==> src/rtl/regfile_wb_driver_pkg.sv <==
// Shared widths, load FSM encoding and the write-entry type for the register-file write driver.
package regfile_wb_driver_pkg;

    localparam int XLEN = 32;
    localparam int AW   = 32;
    localparam int REGW = 5;

    typedef enum logic [1:0] {
        ST_IDLE  = 2'd0,
        ST_REQ   = 2'd1,
        ST_WRITE = 2'd2
    } ld_state_t;

    typedef struct packed {
        logic [REGW-1:0] rd;
        logic [XLEN-1:0] data;
    } wb_entry_t;

    // x0 is hard-wired: entries targeting it are consumed without a write strobe.
    function automatic logic writes_reg(input logic [REGW-1:0] r);
        return r != '0;
    endfunction

endpackage

==> src/rtl/regfile_wb_driver_if.sv <==
// Bundle of ALU, load, memory and register-file write-port signals around the write driver.
interface regfile_wb_driver_if;
    import regfile_wb_driver_pkg::*;

    logic            alu_valid;
    logic            alu_ready;
    logic [REGW-1:0] alu_rd;
    logic [XLEN-1:0] alu_result;
    logic            ld_valid;
    logic            ld_ready;
    logic [REGW-1:0] ld_rd;
    logic [AW-1:0]   ld_addr;
    logic            mem_req;
    logic [AW-1:0]   mem_addr;
    logic            mem_ack;
    logic [XLEN-1:0] mem_rdata;
    logic            wr_en;
    logic            load;
    logic [REGW-1:0] rd;
    logic [XLEN-1:0] result;
    logic [XLEN-1:0] memory;
    logic            ld_busy;
    logic [REGW-1:0] ld_busy_rd;
    logic            ld_err;

    modport master (
        input  alu_valid, alu_rd, alu_result, ld_valid, ld_rd, ld_addr, mem_ack, mem_rdata,
        output alu_ready, ld_ready, mem_req, mem_addr, wr_en, load, rd, result, memory,
               ld_busy, ld_busy_rd, ld_err
    );

    modport slave (
        output alu_valid, alu_rd, alu_result, ld_valid, ld_rd, ld_addr, mem_ack, mem_rdata,
        input  alu_ready, ld_ready, mem_req, mem_addr, wr_en, load, rd, result, memory,
               ld_busy, ld_busy_rd, ld_err
    );

endinterface

==> src/rtl/regfile_wb_driver_skid.sv <==
// One-entry valid/ready skid buffer holding an ALU write {rd, result} displaced by a load write.
module regfile_wb_driver_skid
    import regfile_wb_driver_pkg::*;
(
    input  logic      clk,
    input  logic      reset,
    input  logic      in_valid,
    output logic      in_ready,
    input  wb_entry_t in_data,
    output logic      out_valid,
    input  logic      out_ready,
    output wb_entry_t out_data
);

    logic      full;
    wb_entry_t entry;

    always_ff @(posedge clk or negedge reset) begin
        if (!reset) begin
            full  <= 1'b0;
            entry <= '0;
        end else if (in_valid && in_ready) begin
            full  <= 1'b1;
            entry <= in_data;
        end else if (out_ready && full) begin
            full <= 1'b0;
        end
    end

    assign in_ready  = !full;
    assign out_valid = full;
    assign out_data  = entry;

endmodule

==> src/rtl/regfile_wb_driver.sv <==
// Register-file write-side driver: load memory FSM with timeout, ALU skid buffer and a
// registered write port shared by both paths (load write > skid > new ALU entry).
//
// state    | meaning
// ST_IDLE  | no load in flight, ld_ready=1
// ST_REQ   | mem_req held with latched address, waiting for ack or timeout
// ST_WRITE | captured load data on the write port this cycle
module regfile_wb_driver
    import regfile_wb_driver_pkg::*;
#(
    parameter int unsigned TIMEOUT = 16
) (
    input  logic                clk,
    input  logic                reset,
    regfile_wb_driver_if.master bus
);

    localparam int CW = $clog2(TIMEOUT + 1);

    ld_state_t       state, state_nxt;
    logic [CW-1:0]   wait_cnt;
    logic [REGW-1:0] ld_rd_q;
    logic [AW-1:0]   ld_addr_q;
    logic            ack_hit, timed_out, alu_fire;
    logic            ld_ready_c, mem_req_c, ld_busy_c;
    logic            skid_in_ready, skid_valid;
    wb_entry_t       alu_entry, skid_entry;
    logic            wr_en_q, load_q, ld_err_q;
    logic [REGW-1:0] rd_q;
    logic [XLEN-1:0] result_q, memory_q;

    assign ack_hit   = (state == ST_REQ) && bus.mem_ack;
    assign timed_out = (state == ST_REQ) && !bus.mem_ack && (wait_cnt == CW'(TIMEOUT - 1));
    assign alu_fire  = bus.alu_valid && skid_in_ready;
    assign alu_entry = {bus.alu_rd, bus.alu_result};

    always_ff @(posedge clk or negedge reset) begin
        if (!reset) state <= ST_IDLE;
        else        state <= state_nxt;
    end

    always_comb begin
        state_nxt = state;
        unique case (state)
            ST_IDLE:  if (bus.ld_valid) state_nxt = ST_REQ;
            ST_REQ: begin
                if (bus.mem_ack)    state_nxt = ST_WRITE;
                else if (timed_out) state_nxt = ST_IDLE;
            end
            ST_WRITE: state_nxt = ST_IDLE;
            default:  state_nxt = ST_IDLE;
        endcase
    end

    always_comb begin
        ld_ready_c = 1'b0;
        mem_req_c  = 1'b0;
        ld_busy_c  = 1'b0;
        unique case (state)
            ST_IDLE:  ld_ready_c = 1'b1;
            ST_REQ: begin
                mem_req_c = 1'b1;
                ld_busy_c = 1'b1;
            end
            ST_WRITE: ld_busy_c = 1'b1;
            default: ;
        endcase
    end

    always_ff @(posedge clk or negedge reset) begin
        if (!reset) begin
            wait_cnt <= '0;
        end else if ((state == ST_REQ) && !bus.mem_ack && !timed_out) begin
            wait_cnt <= wait_cnt + CW'(1);
        end else begin
            wait_cnt <= '0;
        end
    end

    always_ff @(posedge clk or negedge reset) begin
        if (!reset) begin
            ld_rd_q   <= '0;
            ld_addr_q <= '0;
        end else if (bus.ld_valid && ld_ready_c) begin
            ld_rd_q   <= bus.ld_rd;
            ld_addr_q <= bus.ld_addr;
        end
    end

    // An ALU entry accepted on the ack edge loses the port to the load and parks in the skid.
    regfile_wb_driver_skid u_skid (
        .clk       (clk),
        .reset     (reset),
        .in_valid  (bus.alu_valid && ack_hit),
        .in_ready  (skid_in_ready),
        .in_data   (alu_entry),
        .out_valid (skid_valid),
        .out_ready (!ack_hit),
        .out_data  (skid_entry)
    );

    always_ff @(posedge clk or negedge reset) begin
        if (!reset) begin
            wr_en_q  <= 1'b0;
            load_q   <= 1'b0;
            rd_q     <= '0;
            result_q <= '0;
            memory_q <= '0;
            ld_err_q <= 1'b0;
        end else begin
            ld_err_q <= timed_out;
            if (ack_hit) begin
                wr_en_q  <= writes_reg(ld_rd_q);
                load_q   <= 1'b1;
                rd_q     <= ld_rd_q;
                memory_q <= bus.mem_rdata;
            end else if (skid_valid) begin
                wr_en_q  <= writes_reg(skid_entry.rd);
                load_q   <= 1'b0;
                rd_q     <= skid_entry.rd;
                result_q <= skid_entry.data;
            end else if (alu_fire) begin
                wr_en_q  <= writes_reg(bus.alu_rd);
                load_q   <= 1'b0;
                rd_q     <= bus.alu_rd;
                result_q <= bus.alu_result;
            end else begin
                wr_en_q <= 1'b0;
                load_q  <= 1'b0;
            end
        end
    end

    assign bus.alu_ready  = skid_in_ready;
    assign bus.ld_ready   = ld_ready_c;
    assign bus.mem_req    = mem_req_c;
    assign bus.mem_addr   = ld_addr_q;
    assign bus.ld_busy    = ld_busy_c;
    assign bus.ld_busy_rd = ld_rd_q;
    assign bus.ld_err     = ld_err_q;
    assign bus.wr_en      = wr_en_q;
    assign bus.load       = load_q;
    assign bus.rd         = rd_q;
    assign bus.result     = result_q;
    assign bus.memory     = memory_q;

endmodule

==> src/flat_wrapper.sv <==
// flat-port wrapper written by rule: the top's interface ports become plain ports
module regfile_wb_driver_flat import regfile_wb_driver_pkg::*;
#(
    parameter int unsigned TIMEOUT = 16
)
  (clk, reset, bus_alu_valid, bus_alu_rd, bus_alu_result, bus_ld_valid, bus_ld_rd, bus_ld_addr, bus_mem_ack, bus_mem_rdata, bus_alu_ready, bus_ld_ready, bus_mem_req, bus_mem_addr, bus_wr_en, bus_load, bus_rd, bus_result, bus_memory, bus_ld_busy, bus_ld_busy_rd, bus_ld_err);
  regfile_wb_driver_if bus_i ();
  input  logic clk;
  input  logic reset;
  input wire logic [$bits(bus_i.alu_valid)-1:0] bus_alu_valid;
  input wire logic [$bits(bus_i.alu_rd)-1:0] bus_alu_rd;
  input wire logic [$bits(bus_i.alu_result)-1:0] bus_alu_result;
  input wire logic [$bits(bus_i.ld_valid)-1:0] bus_ld_valid;
  input wire logic [$bits(bus_i.ld_rd)-1:0] bus_ld_rd;
  input wire logic [$bits(bus_i.ld_addr)-1:0] bus_ld_addr;
  input wire logic [$bits(bus_i.mem_ack)-1:0] bus_mem_ack;
  input wire logic [$bits(bus_i.mem_rdata)-1:0] bus_mem_rdata;
  output wire logic [$bits(bus_i.alu_ready)-1:0] bus_alu_ready;
  output wire logic [$bits(bus_i.ld_ready)-1:0] bus_ld_ready;
  output wire logic [$bits(bus_i.mem_req)-1:0] bus_mem_req;
  output wire logic [$bits(bus_i.mem_addr)-1:0] bus_mem_addr;
  output wire logic [$bits(bus_i.wr_en)-1:0] bus_wr_en;
  output wire logic [$bits(bus_i.load)-1:0] bus_load;
  output wire logic [$bits(bus_i.rd)-1:0] bus_rd;
  output wire logic [$bits(bus_i.result)-1:0] bus_result;
  output wire logic [$bits(bus_i.memory)-1:0] bus_memory;
  output wire logic [$bits(bus_i.ld_busy)-1:0] bus_ld_busy;
  output wire logic [$bits(bus_i.ld_busy_rd)-1:0] bus_ld_busy_rd;
  output wire logic [$bits(bus_i.ld_err)-1:0] bus_ld_err;
  assign bus_i.alu_valid = bus_alu_valid;
  assign bus_i.alu_rd = bus_alu_rd;
  assign bus_i.alu_result = bus_alu_result;
  assign bus_i.ld_valid = bus_ld_valid;
  assign bus_i.ld_rd = bus_ld_rd;
  assign bus_i.ld_addr = bus_ld_addr;
  assign bus_i.mem_ack = bus_mem_ack;
  assign bus_i.mem_rdata = bus_mem_rdata;
  assign bus_alu_ready = bus_i.alu_ready;
  assign bus_ld_ready = bus_i.ld_ready;
  assign bus_mem_req = bus_i.mem_req;
  assign bus_mem_addr = bus_i.mem_addr;
  assign bus_wr_en = bus_i.wr_en;
  assign bus_load = bus_i.load;
  assign bus_rd = bus_i.rd;
  assign bus_result = bus_i.result;
  assign bus_memory = bus_i.memory;
  assign bus_ld_busy = bus_i.ld_busy;
  assign bus_ld_busy_rd = bus_i.ld_busy_rd;
  assign bus_ld_err = bus_i.ld_err;
  regfile_wb_driver #(.TIMEOUT(TIMEOUT)) u_core (.clk(clk), .reset(reset), .bus(bus_i));
endmodule
==> config.mk <==
export PLATFORM = sky130hd
export DESIGN_NAME = regfile_wb_driver_flat
export DESIGN_NICKNAME = d
export VERILOG_FILES = /design/src/rtl/regfile_wb_driver_pkg.sv /design/src/rtl/regfile_wb_driver_if.sv /design/src/rtl/regfile_wb_driver_skid.sv /design/src/rtl/regfile_wb_driver.sv /design/src/flat_wrapper.sv
export SDC_FILE = /design/constraint.sdc
export NUM_CORES = 1
export LEC_CHECK = 0
export ABC_CLOCK_PERIOD_IN_PS = 1900
export BUFFER_PORTS_ARGS = -buffer_cell sky130_fd_sc_hd__buf_4
export CAP_MARGIN = 10
export CORE_UTILIZATION = 45
export DETAILED_ROUTE_END_ITERATION = 8
export GPL_ROUTABILITY_DRIVEN = 0
export PLACE_DENSITY = 0.73
export SETUP_SLACK_MARGIN = 0.05
export SYNTH_ARGS = -nofsm -noshare
export SYNTH_HDL_FRONTEND = slang
export SYNTH_SLANG_ARGS = --single-unit
==> constraint.sdc <==
create_clock -name clk -period 1.9 [get_ports clk]
set_input_delay 0.38 -clock clk [delete_from_list [all_inputs] [get_ports clk]]
set_output_delay 0.38 -clock clk [all_outputs]
set_load 0.1 [all_outputs]
==> results of run 1 <==
## synth_stat cells, drive strengths merged
| cell type | instances | share of area (%) |
|---|---|---|
| o2bb2ai | 1 | 0.24 |
| nor4 | 1 | 0.098 |
| or4 | 1 | 0.12 |
| xnor2 | 1 | 0.14 |
| nand2 | 40 | 2.7 |
| inv | 4 | 0.24 |
| and2 | 1 | 0.098 |
| or3 | 1 | 0.098 |
| o22ai | 1 | 0.098 |
| or3b | 1 | 0.14 |
| o41ai | 1 | 0.14 |
| xor2 | 1 | 0.14 |
| mux2i | 37 | 5.8 |
| clkbuf | 4 | 0.24 |
| clkinv | 1 | 0.14 |
| nand3 | 1 | 0.078 |
| o21ai | 38 | 3.0 |
| buf | 17 | 2.2 |
| and3b | 1 | 0.14 |
| and3 | 2 | 0.20 |
| nor3b | 1 | 0.12 |
| ha | 5 | 0.98 |
| nor2b | 2 | 0.31 |
| mux2 | 112 | 22 |
| nor2 | 7 | 0.41 |
| dfrtp | 154 | 60 |
| a21oi | 1 | 0.078 |
## timing repair
action | 4_1_cts | 5_1_grt
hold buffers | 1 | 0
pin swaps | 0 | 1
endpoints found under the hold margin | 23 | 0
cloned | 0 | 1
resized for setup | 3 | 2
endpoints found under the setup margin | 3 | 27
buffers inserted | 1 | 0
## per-stage QoR
step | hold WS, ps | TNS, ps
floorplan | 84.4 | -5430
global placement | 260 | 0
detailed placement | 262 | 0
CTS | 172 | 0
global route | 173 | 0
finish | 191 | 0
## area by class of cell
class | instances | area (sq um) | area share (%)
clock buffer | 19 | 433 | 4.85
multi-input combinational | 258 | 2370 | 26.6
sequential | 154 | 3850 | 43.2
inverter | 5 | 23.8 | 0.266
tap | 180 | 225 | 2.52
clock inverter | 13 | 176 | 1.98
timing repair buffer | 233 | 1850 | 20.7
## registers in the layout, summed over array words and instances, names as in the netlist
signal	cells
u_core.wait_cnt	5
u_core.bus.wr_en	1
u_core.bus.ld_err	1
u_core.state	2
u_core.u_skid.out_data	37
u_core.u_skid.out_valid	1
u_core.bus.result	32
u_core.bus.load	1
u_core.bus.memory	32
u_core.bus.ld_busy_rd	5
u_core.bus.mem_addr	32
u_core.bus.rd	5
## logic make-up (layout without fill, tap and decap cells)
family | after synthesis | after routing | synth area share (%)
muxes | 149 | 149 | 27.4
xor gates and xnor gates | 2 | 2 | 0.275
buffers and inverters | 26 | 270 | 2.81
DFF | 154 | 154 | 60.5
and+or+nand+nor | 59 | 60 | 4.54
adders and majority gates | 5 | 5 | 0.982
AOI/OAI and AO/OA | 42 | 42 | 3.53
## routing by layer
metal	routed length, microns	up-vias
li1	-	1994
met4	434	0
met5	0	-
met2	7510	114
met1	5670	2099
met3	654	34
## worst max-delay path: stages (launching register included)
cell and delay [ps]:
sky130_fd_sc_hd__dfrtp_1 360, sky130_fd_sc_hd__inv_1 110, sky130_fd_sc_hd__ha_2 300, sky130_fd_sc_hd__buf_8 230
## final timing paths
| kind | start | endpoint | depth (start not counted) |
|---|---|---|---|
| max in group asynchronous | reset | u_core.bus.memory[23] | 3 |
| max reg2reg | u_core.state[0] | u_core.u_skid.out_data[31] | 5 |
| min reg2reg | u_core.wait_cnt[0] | u_core.wait_cnt[0] | 1 |
| min in group asynchronous | reset | u_core.bus.result[10] | 2 |
| min | bus_ld_addr[19] | u_core.bus.mem_addr[19] | 2 |
| max | u_core.state[1] | bus_mem_req | 3 |
==> results.md, run 1 <==
Floorplanning:
- The die is 121 microns tall.
- The width of the die is roughly 120 microns.
- After floorplanning, the core was sized to cover about 0.014 sq mm.
- The starting utilization of the core area is 46.1%.
- The die covers between 0.01 and 0.015 sq mm.
- The number of placement rows is 43.
- During I/O placement, the number of pins put on the boundary was 224.

Clocking:
- After clock tree synthesis, the clock-pin slew on the worst setup and hold paths is ~60 ps.
- The deepest level of the CTS H-tree is 4.
- The maximum count of clock buffers along a single path is 2.
- Counting the buffers created by CTS gives 17.
- The later pin in the worst-skew pair is clocked with a latency of 420 ps.
- Clock tree synthesis selected as its root buffer the cell sky130_fd_sc_hd__clkbuf_16.
- The tree built by TritonCTS fans out to ~150 sinks.
- TritonCTS built the clock tree.

GRT:
- The most heavily used metal layer in global routing is met2.
- The via count of the first global-routing pass is between 4,000 and 5,000.
- The first global-routing pass estimated 21,600 microns of wire.
- For met3 alone, demand over resource in global routing was under 10%.
- The met2 capacity usage during global routing is between 30% and 40%.
- The total global-route track usage is between 10% and 20%.
- The largest net degree at the start of global routing is between 60 and 70.
- The number of antenna violations at the first check in global routing is 0.
- Summed over all layers, the global routing overflow is 0.
- Global routing consumed, on the met1 layer, about 22% of the routing resources.

Placement:
- The cell area after placement is 0.00827 sq mm.
- The worst slack at placement is 149 ps.
- The total of buffers placed on input and output ports is around 220.
- Including well taps, the total number of placed cells is between 800 and 900.
- The detailed-placement wirelength estimate is just over 10,000 microns.

Critical path:
- The startpoint class of the critical path is a register.
- For flop-to-flop paths, the worst setup slack is 150 ps.
- The critical path data required time is between 1500 and 2000 ps.
- In this run the worst path has a maximum fanout of 6.
- STA puts the critical path data arrival time at ~1400 ps.
- STA classifies the critical path endpoint as an output port.
- The setup path with the least slack is of type register to output port.

Final layout:
- The number of antenna diodes in the final layout is 0.
- The library cell used most frequently in the layout, excluding fill and tap cells, is sky130_fd_sc_hd__buf_4.
- The number of inserted filler cells in the final layout is 1,045.
- The layout cell share with drive strength beyond 1 is 56.5%.
- The post-route cell area is slightly below 0.009 sq mm.
- Cells fill 64.6% of the core in the end.
- Compared with the post-synthesis result, the final layout area differs by 40.2%.
- The number of non-filler instances in the completed layout is 862.
- The final net count is between 700 and 800.
- The top cell types in the final layout, fill and taps aside, are 222 x sky130_fd_sc_hd__buf_4, 153 x sky130_fd_sc_hd__dfrtp_1, 82 x sky130_fd_sc_hd__mux2_2, 38 x sky130_fd_sc_hd__o21ai_0, 38 x sky130_fd_sc_hd__nand2_1.

Timing:
- The count of endpoints failing hold in the final timing report is 0.
- The maximum frequency from static timing analysis is 0.551 GHz.
- Clock skew on the completed layout was measured at between 4 and 5 ps.
- For the finished layout, the period the worst path requires is between 1500 and 2000 ps.
- At the pin with the least slew margin, the transition time is about 350 ps.
- The setup slack after layout is 86.6 ps.
- The setup violation total in the final timing report is 0.
- Of the available clock period, the critical path in the final layout requires ~95%.
- The relative slew slack is roughly three quarters.
- The final number of max-transition violations came to 0.
- Setup repair after global routing could not meet its margin everywhere.

Route:
- The routed layout has ~4,200 vias.
- For this block, the routed nets add up to between 10,000 and 15,000 microns of wire.
- The detailed router's first-iteration violation count is roughly 190.
- The number of design rule violations left after detail routing is 0.
- The detail route stage leaves a number of antenna-violating nets equal to 0.
- The first detailed-routing pass took 4 iterations.
- Dividing the detail-routed wire length by the instance count gives between 15 and 20 microns.
- Dividing the detail-routed via count by the number of cells gives ~4.9.

Synth:
- In this run the mean area of a mapped cell was between 10 and 15 sq um.
- The sequential cell area fraction in the yosys report is around three fifths.
- For this run, the number of Yosys warnings is 0.
- Counting flops and latches in the post-synthesis netlist gives between 150 and 200.
- The number of nets handed over by synthesis was 553.
- The post-synthesis instance total is approximately 440.
- The synthesized cell area is 0.00637 sq mm.
- The count of unique library cells instantiated by Yosys is 33.

Run status:
- The run finished with clean final reports.

Run:
- Across the run, the number of max-cap violations was 0.

Worst hold path:
- The kind of path behind the tightest hold check is input pin to register.
Power of run 1 is not shown: default switching activity piles up to over one toggle a cycle in this logic, so the estimate is an artifact.
==> run 2, diff against run 1 <==
==> constraint.sdc (replaced) <==
create_clock -name clk -period 1.9 [get_ports clk]
set_input_delay 0.57 -clock clk [delete_from_list [all_inputs] [get_ports clk]]
set_output_delay 0.57 -clock clk [all_outputs]
set_load 0.1 [all_outputs]
==> run 2 against run 1 <==
Against the previous run:
- fmax decreased by 3.8%
- setup slack got worse by 72 ps
- critical path depth unchanged
==> results.md, run 2 (synthesized netlist as in run 1, its figures left out) <==
Critical path:
- The worst setup path is captured at an output port.
- The critical path data required time is 1330 ps (-190 ps).
- The arrival time of data at the critical path endpoint is 1320 ps (-110 ps).
- The peak fanout along the critical path is 2 (-4).
- The internal reg-to-reg setup slack is 70 ps (-80 ps).
- The largest individual stage delay along the critical path comes from the cell sky130_fd_sc_hd__dfrtp_1.
- The longest individual stage delay on the worst path is 410 ps (+50 ps).
- The startpoint class of the critical path is a register.
- The worst setup path is of the register to output port kind.
- Walking the worst path, the cells encountered are buf_4 > ha_4 > buf_12.

GRT:
- The most heavily used metal layer in global routing is met2.
- The via count of the first global-routing pass is 4,570 (+4.7%).
- The met3 capacity usage during global routing is 5.55% (+0.42 points).
- The number of antenna violations at the first check in global routing is 0 (unchanged).
- The total global-route track usage is 20.9% (+1.5 points).
- The global-route wire length before repair is 23,200 microns (+7.4%).
- The met1 layer usage reported by global route is 25.1% (+2.6 points).
- The largest net degree at the start of global routing is 65 (unchanged).
- The overall overflow remaining after global route is 0 (unchanged).
- The met2 capacity usage during global routing is 35.6% (+2.3 points).

Clocking:
- The TritonCTS sink count is 154 (unchanged).
- The total CTS buffers is 17 (unchanged).
- The CTS tree is yes.
- The clock tree root buffer cell is sky130_fd_sc_hd__clkbuf_16.
- The deepest level of the CTS H-tree came to 4 (unchanged).
- The clock network latency to the later pin of the worst-skew pair is 420 ps (about the same).
- The maximum count of clock buffers along a single path is 2 (unchanged).
- The clock-pin slew of the registers on the worst-case setup and hold paths came to 60 ps (about the same).

Final layout:
- The number of inserted filler cells in the final layout came to 1,014 (-3.0%).
- Leaving out fill and tap cells, the most frequent cell in the layout is sky130_fd_sc_hd__buf_4.
- The multi-input gate area in the final layout was 0.00241 sq mm (+1.5%).
- The post-route cell area was 0.00915 sq mm (+2.4%).
- The flip-flop count of the largest register, all copies and words added is 37 (unchanged).
- The footprint of the flip-flops and latches was 0.00385 sq mm (unchanged).
- The layout cell share with drive strength beyond 1 is 57.9% (+1.5 points).
- The number of non-filler instances in the completed layout is 874 (+1.4%).
- The final net count is 799 (+1.8%).
- The library cells used most frequently in the layout, excluding fill and tap cells, are 236 x sky130_fd_sc_hd__buf_4, 153 x sky130_fd_sc_hd__dfrtp_1, 81 x sky130_fd_sc_hd__mux2_2, 38 x sky130_fd_sc_hd__o21ai_0, 38 x sky130_fd_sc_hd__nand2_1.
- The antenna cell count was 0 (unchanged).
- From synthesis to final layout, the design area changed by 43.6%.

Timing:
- The actual slew at the worst max-slew pin came to 398 ps (+42.9 ps).
- The shortest period the worst path allows was 1890 ps (+71.7 ps).
- The setup slack after layout came to 14.9 ps (-71.7 ps).
- The worst hold margin is 56.5 ps (-135 ps).
- Setup repair after global routing could not meet its margin everywhere.
- The maximum frequency from static timing analysis came to 0.530 GHz (-3.8%).
- The relative slew slack is 73.5% (-2.8 points).
- The setup skew after layout is 10.2 ps (+5.66 ps).
- The setup violation total in the final timing report is 0 (unchanged).
- The count of endpoints failing hold in the final timing report is 0 (unchanged).
- The final number of max-transition violations came to 0 (unchanged).
- The period utilization is 99.2% (+3.8 points).

Placement:
- The detailed-placement wirelength estimate is 10,300 microns (+0.68%).
- The cell area after placement is 0.00831 sq mm (+0.47%).
- The total of buffers placed on input and output ports is 223 (unchanged).
- The number of placed instances, taps included is 830 (+0.36%).
- The worst slack at placement came to 142 ps (-6.67 ps).

Floorplanning:
- The area of the die is 0.0146 sq mm (unchanged).
- The total I/O pin count is 224 (unchanged).
- The starting utilization of the core area is 46.1% (unchanged).
- The width of the die came to 121 microns (unchanged).
- The height of the die is 121 microns (unchanged).
- The area inside the core boundary was 0.0138 sq mm (unchanged).
- The number of placement rows is 43 (unchanged).

Route:
- The detail-routed via count per cell is 4.95 (+0.53%).
- The detailed router's first-iteration violation count is 188 (unchanged).
- The number of design rule violations left after detail routing is 0 (unchanged).
- The final wirelength is 15,000 microns (+5.3%).
- The count of vias placed by the detailed router was 4,323 (+1.9%).
- The routed wirelength normalized by instance count came to 17.2 microns (+3.9%).
- The iteration count of the initial detailed-routing pass was 4 (unchanged).
- The count of nets left with antenna violations after detail routing is 0 (unchanged).

Run status:
- The flow ran to the end, and the final reports show no timing, DRC or antenna violations.

Run:
- The number of max-cap violations is 0 (unchanged).

Worst hold path:
- In this run the worst hold path is classified as input pin to async pin.
-- run 2: path summary, 6_finish.rpt --
check	start	to	cells past startpoint
worst min register to register	u_core.wait_cnt[0]	u_core.wait_cnt[0]	1
worst min-delay path	reset	u_core.bus.memory[24]	1
max in group asynchronous	reset	u_core.bus.result[26]	2
worst max-delay path	u_core.state[0]	bus_mem_req	3
min in group clk	bus_ld_addr[29]	u_core.bus.mem_addr[29]	2
worst max register to register	u_core.state[0]	u_core.state[0]	10
-- run 2: cell type report --
type | instances | area share [%]
Multi-Input combinational cell | 258 | 26.3
Sequential cell | 154 | 42.1
Clock buffer | 23 | 5.33
Timing Repair Buffer | 247 | 21.7
Clock inverter | 7 | 1.78
Inverter | 5 | 0.301
Tap cell | 180 | 2.46
-- run 2: critical path, delay by kind of cell, from the launching register on --
family	cells	cell delay, ps
DFF	1	410
buffers and inverters	2	320
adders and majority gates	1	170
-- run 2: metal layers --
layer	vias up	wire [microns]
li1	2024	-
met2	110	8080
met4	0	290
met1	2171	5920
met3	18	736
met5	-	0
-- run 2: what timing repair did --
action	4_1_cts	5_1_grt
cloned	0	1
gates resized for setup	12	5
pin swaps	1	2
hold buffers	0	0
setup buffers	11	2
setup endpoints to repair	4	36
-- run 2: stage by stage --
stage	TNS [ps]	utilization (%)
floorplan	-5430	-
global placement	0	60.1
detailed placement	0	60.1
CTS	0	65.8
global route	-39.0	66.2
finish	0	66.2
Power of run 2 is left out for the same reason.
==> run 3, diff against run 2 <==
- ABC_AREA: unset -> 1
- ABC_CLOCK_PERIOD_IN_PS: 1900 -> 1850
- CTS_BUF_LIST: unset -> sky130_fd_sc_hd__clkbuf_8 sky130_fd_sc_hd__clkbuf_16
- clock period: 1.9 -> 1.85 ns (I/O delays scaled with it)
==> run 3 against run 2 <==
Against the previous run:
- the run now ends with setup timing left
- critical path depth unchanged
- flip-flop and latch count stayed put
- final cell count up 22%
- hold slack better by 46 ps
- global-route usage up 1.9 points
- synthesized area grew 0.16%
- die area increased by 0.16%
- setup slack lost 23 ps
- sequential share of layout area up 0.79 points
- via count rose by 22%
- routed wire length grew 5.7%
- critical path type unchanged
- largest cell class unchanged
==> results.md, run 3 <==
GRT:
- The number of antenna violations at the first check in global routing was 0 (unchanged).
- The overall overflow remaining after global route was 0 (unchanged).
- The largest net degree at the start of global routing is 67 (+3.1%).
- The via count of the first global-routing pass is 5,321 (+16%).
- The global-route wire length before repair is 25,800 microns (+11%).
- The total global-route track usage is 22.8% (+1.9 points).

Synth:
- The sequential cell area fraction in the yosys report is 60.4% (-0.095 points).
- Yosys instantiated no cell more often than sky130_fd_sc_hd__nand2_1.
- The proportion of netlist area held by the largest area contributor is 60.4% (-0.095 points).
- The post-synthesis instance total was 654 (+50%).
- For this run, the leading register cell type out of synthesis is sky130_fd_sc_hd__dfrtp_1.
- The share of flip-flops with an asynchronous set or reset after synthesis is 100% (unchanged).
- The commonest cells after synthesis are 258 x sky130_fd_sc_hd__nand2_1, 154 x sky130_fd_sc_hd__dfrtp_1, 48 x sky130_fd_sc_hd__nor2_1.
- The number of synthesized flops with an enable pin is 0 (unchanged).
- Sorting the synthesized cells by area gives the leading types as sky130_fd_sc_hd__dfrtp_1 60%, sky130_fd_sc_hd__nand2_1 15%, sky130_fd_sc_hd__mux2_2 6.2%.
- The count of unique library cells instantiated by Yosys came to 24 (-27%).
- The Yosys warning count was 0 (unchanged).
- The net count of the mapped netlist was 770 (+39%).
- The number of synthesized register bits is 154 (unchanged).
- The synthesized cell area is 0.00638 sq mm (+0.16%).
- The per-instance average area after synthesis is 9.76 sq um (-33%).
- The largest total area in the synthesized netlist belongs to sky130_fd_sc_hd__dfrtp_1.

Final layout:
- The final net count is 994 (+24%).
- The antenna cell count is 0 (unchanged).
- The top cell types in the final layout, fill and taps aside, are 258 x sky130_fd_sc_hd__nand2_1, 231 x sky130_fd_sc_hd__buf_4, 153 x sky130_fd_sc_hd__dfrtp_1, 48 x sky130_fd_sc_hd__nor2_1, 38 x sky130_fd_sc_hd__nand3_1.
- The flip-flop count of the largest register, all copies and words added is 37 (unchanged).
- The layout cell share with drive strength beyond 1 is 36.3% (-22 points).
- The most common cell after layout, fill and taps aside is sky130_fd_sc_hd__nand2_1.
- The number of inserted filler cells in the final layout was 1,181 (+16%).
- The post-route cell area is 0.00898 sq mm (-1.8%).
- Relative to the synthesized area, the layout overhead comes to 40.7%.

Timing:
- The final number of max-transition violations came to 0 (unchanged).
- The setup skew after layout was 4.68 ps (-5.56 ps).
- The count of endpoints failing hold in the final timing report was 0 (unchanged).
- The setup violation total in the final timing report is 1 (+1).
- The worst hold margin came to 102 ps (+45.9 ps).
- Static timing analysis puts the maximum clock frequency at between 0.5 and 0.6 GHz.
- Of the available clock period, the critical path in the final layout requires 100%.
- The relative slew slack was 66.6% (-6.9 points).
- The actual slew at the worst max-slew pin is 500 ps (+103 ps).
- Counting I/O delays and the setup requirement, the final critical path takes 1860 ps.
- The setup slack after layout is -8.13 ps (-23.0 ps).
- Setup repair after global routing could not meet its margin everywhere.

Clocking:
- The clock network latency to the later pin of the worst-skew pair is 420 ps (about the same).
- The CTS tree is yes.
- The hold buffer count at CTS was 0 (unchanged).
- The deepest level of the CTS H-tree was 4 (unchanged).
- The clock-pin slew of the registers on the worst-case setup and hold paths is 60 ps (about the same).
- The maximum count of clock buffers along a single path is 2 (unchanged).
- The total CTS buffers was 17 (unchanged).
- The TritonCTS sink count came to 154 (unchanged).
- The clock tree root buffer cell is sky130_fd_sc_hd__clkbuf_16.

Route:
- The count of nets left with antenna violations after detail routing came to 0 (unchanged).
- The detailed router's first-iteration violation count is 453 (+140%).
- The number of design rule violations left after detail routing is 0 (unchanged).
- The final wirelength is 15,900 microns (+5.7%).
- The count of vias placed by the detailed router is 5,259 (+22%).
- The iteration count of the initial detailed-routing pass was 4 (unchanged).
- The routed wirelength normalized by instance count is 14.8 microns (-14%).
- The detail-routed via count per cell was 4.91 (-0.63%).

Floorplanning:
- The height of the die came to 121 microns (about the same).
- The area inside the core boundary was 0.0139 sq mm (+0.39%).
- The area of the die came to 0.0147 sq mm (+0.16%).
- The width of the die was 121 microns (about the same).
- The starting utilization of the core area is 46.0% (-0.11 points).
- The number of placement rows came to 43 (unchanged).
- The total I/O pin count was 224 (unchanged).

Critical path:
- The critical path data required time is 1290 ps (-40 ps).
- The cell with the biggest individual delay on the critical path is sky130_fd_sc_hd__dfrtp_1.
- The setup path with the least slack is of type register to output port.
- The peak fanout along the critical path is 3 (+1).
- The longest individual stage delay on the worst path is 400 ps (about the same).
- The buffer and inverter count on the worst path was 2 (unchanged).
- Walking the worst path, the cells encountered are buf_4 > ha_4 > buf_12.
- The arrival time of data at the critical path endpoint is 1300 ps (-20 ps).
- The cell family with the largest share of critical-path delay is flip-flops.
- The startpoint class of the critical path is a register.
- The worst setup path is captured at an output port.

Run status:
- The flow ran to the end, but the final reports show violations.
- The final reports fail on setup timing.

Run:
- The number of max-cap violations is 0 (unchanged).

Placement:
- The total of buffers placed on input and output ports is 223 (unchanged).
- The detailed-placement wirelength estimate is 10,900 microns (+5.5%).
- The cell area after placement is 0.00824 sq mm (-0.81%).

Worst hold path:
- The kind of path behind the tightest hold check is input pin to async pin.
run 3: area by class of cell:
cell class	count	area, sq um	area share (%)
Inverter	20	77.6	0.864
Tap cell	180	225	2.51
Sequential cell	154	3850	42.9
Timing Repair Buffer	242	1950	21.7
Clock buffer	19	453	5.04
Clock inverter	12	198	2.20
Multi-Input combinational cell	443	2230	24.8
run 3: worst paths after layout:
| check | endpoint | slack, ps | from | cells after the start |
|---|---|---|---|---|
| worst max-delay path | bus_mem_req | -8 | u_core.state[0] | 3 |
| worst min register to register | u_core.u_skid.out_data[6] | 470 | u_core.u_skid.out_data[6] | 2 |
| worst max register to register | u_core.bus.memory[11] | 180 | u_core.state[0] | 7 |
| worst min-delay path | u_core.bus.result[8] | 100 | reset | 2 |
| max in group asynchronous | u_core.bus.memory[0] | 1380 | reset | 2 |
| min in group clk | u_core.bus.ld_err | 330 | bus_mem_ack | 2 |
run 3: logic make-up (layout without fill, tap and decap cells):
group | count (synthesis) | after routing | share of synthesized area, %
AOI/OAI and AO/OA | 52 | 52 | 5.08
muxes | 35 | 35 | 6.18
and+or+nand+nor | 351 | 351 | 22.3
DFF | 154 | 154 | 60.4
adders and majority gates | 5 | 5 | 0.980
buffers and inverters | 57 | 293 | 5.12
run 3: routing by layer:
layer / wire [microns] / GRT usage, % / vias to the layer above
met5: 0 / 0 / -
met4: 268 / 8.56 / 0
met3: 1350 / 7.57 / 22
met2: 7790 / 37.3 / 208
met1: 6470 / 27.9 / 2484
li1: - / - / 2545
run 3: per-stage QoR:
step / setup slack (ps) / instances / util [%] / setup TNS (ps)
after floorplan: 0.194 / 654 / - / 0
after global placement: 277 / 1037 / 59.4 / 0
after detailed placement: 243 / 1037 / 59.4 / 0
after CTS: -25.1 / 1070 / 64.6 / -29.5
after global routing: -70.9 / 1070 / 64.7 / -140
final: -8.13 / 1070 / 64.7 / -8.13
run 3: what timing repair did:
action	in CTS	in global routing
setup buffers	2	0
setup endpoints to repair	4	4
resized for setup	14	2
pin swaps	0	0
endpoints found under the hold margin	0	0
Power of run 3 is left out for the same reason.
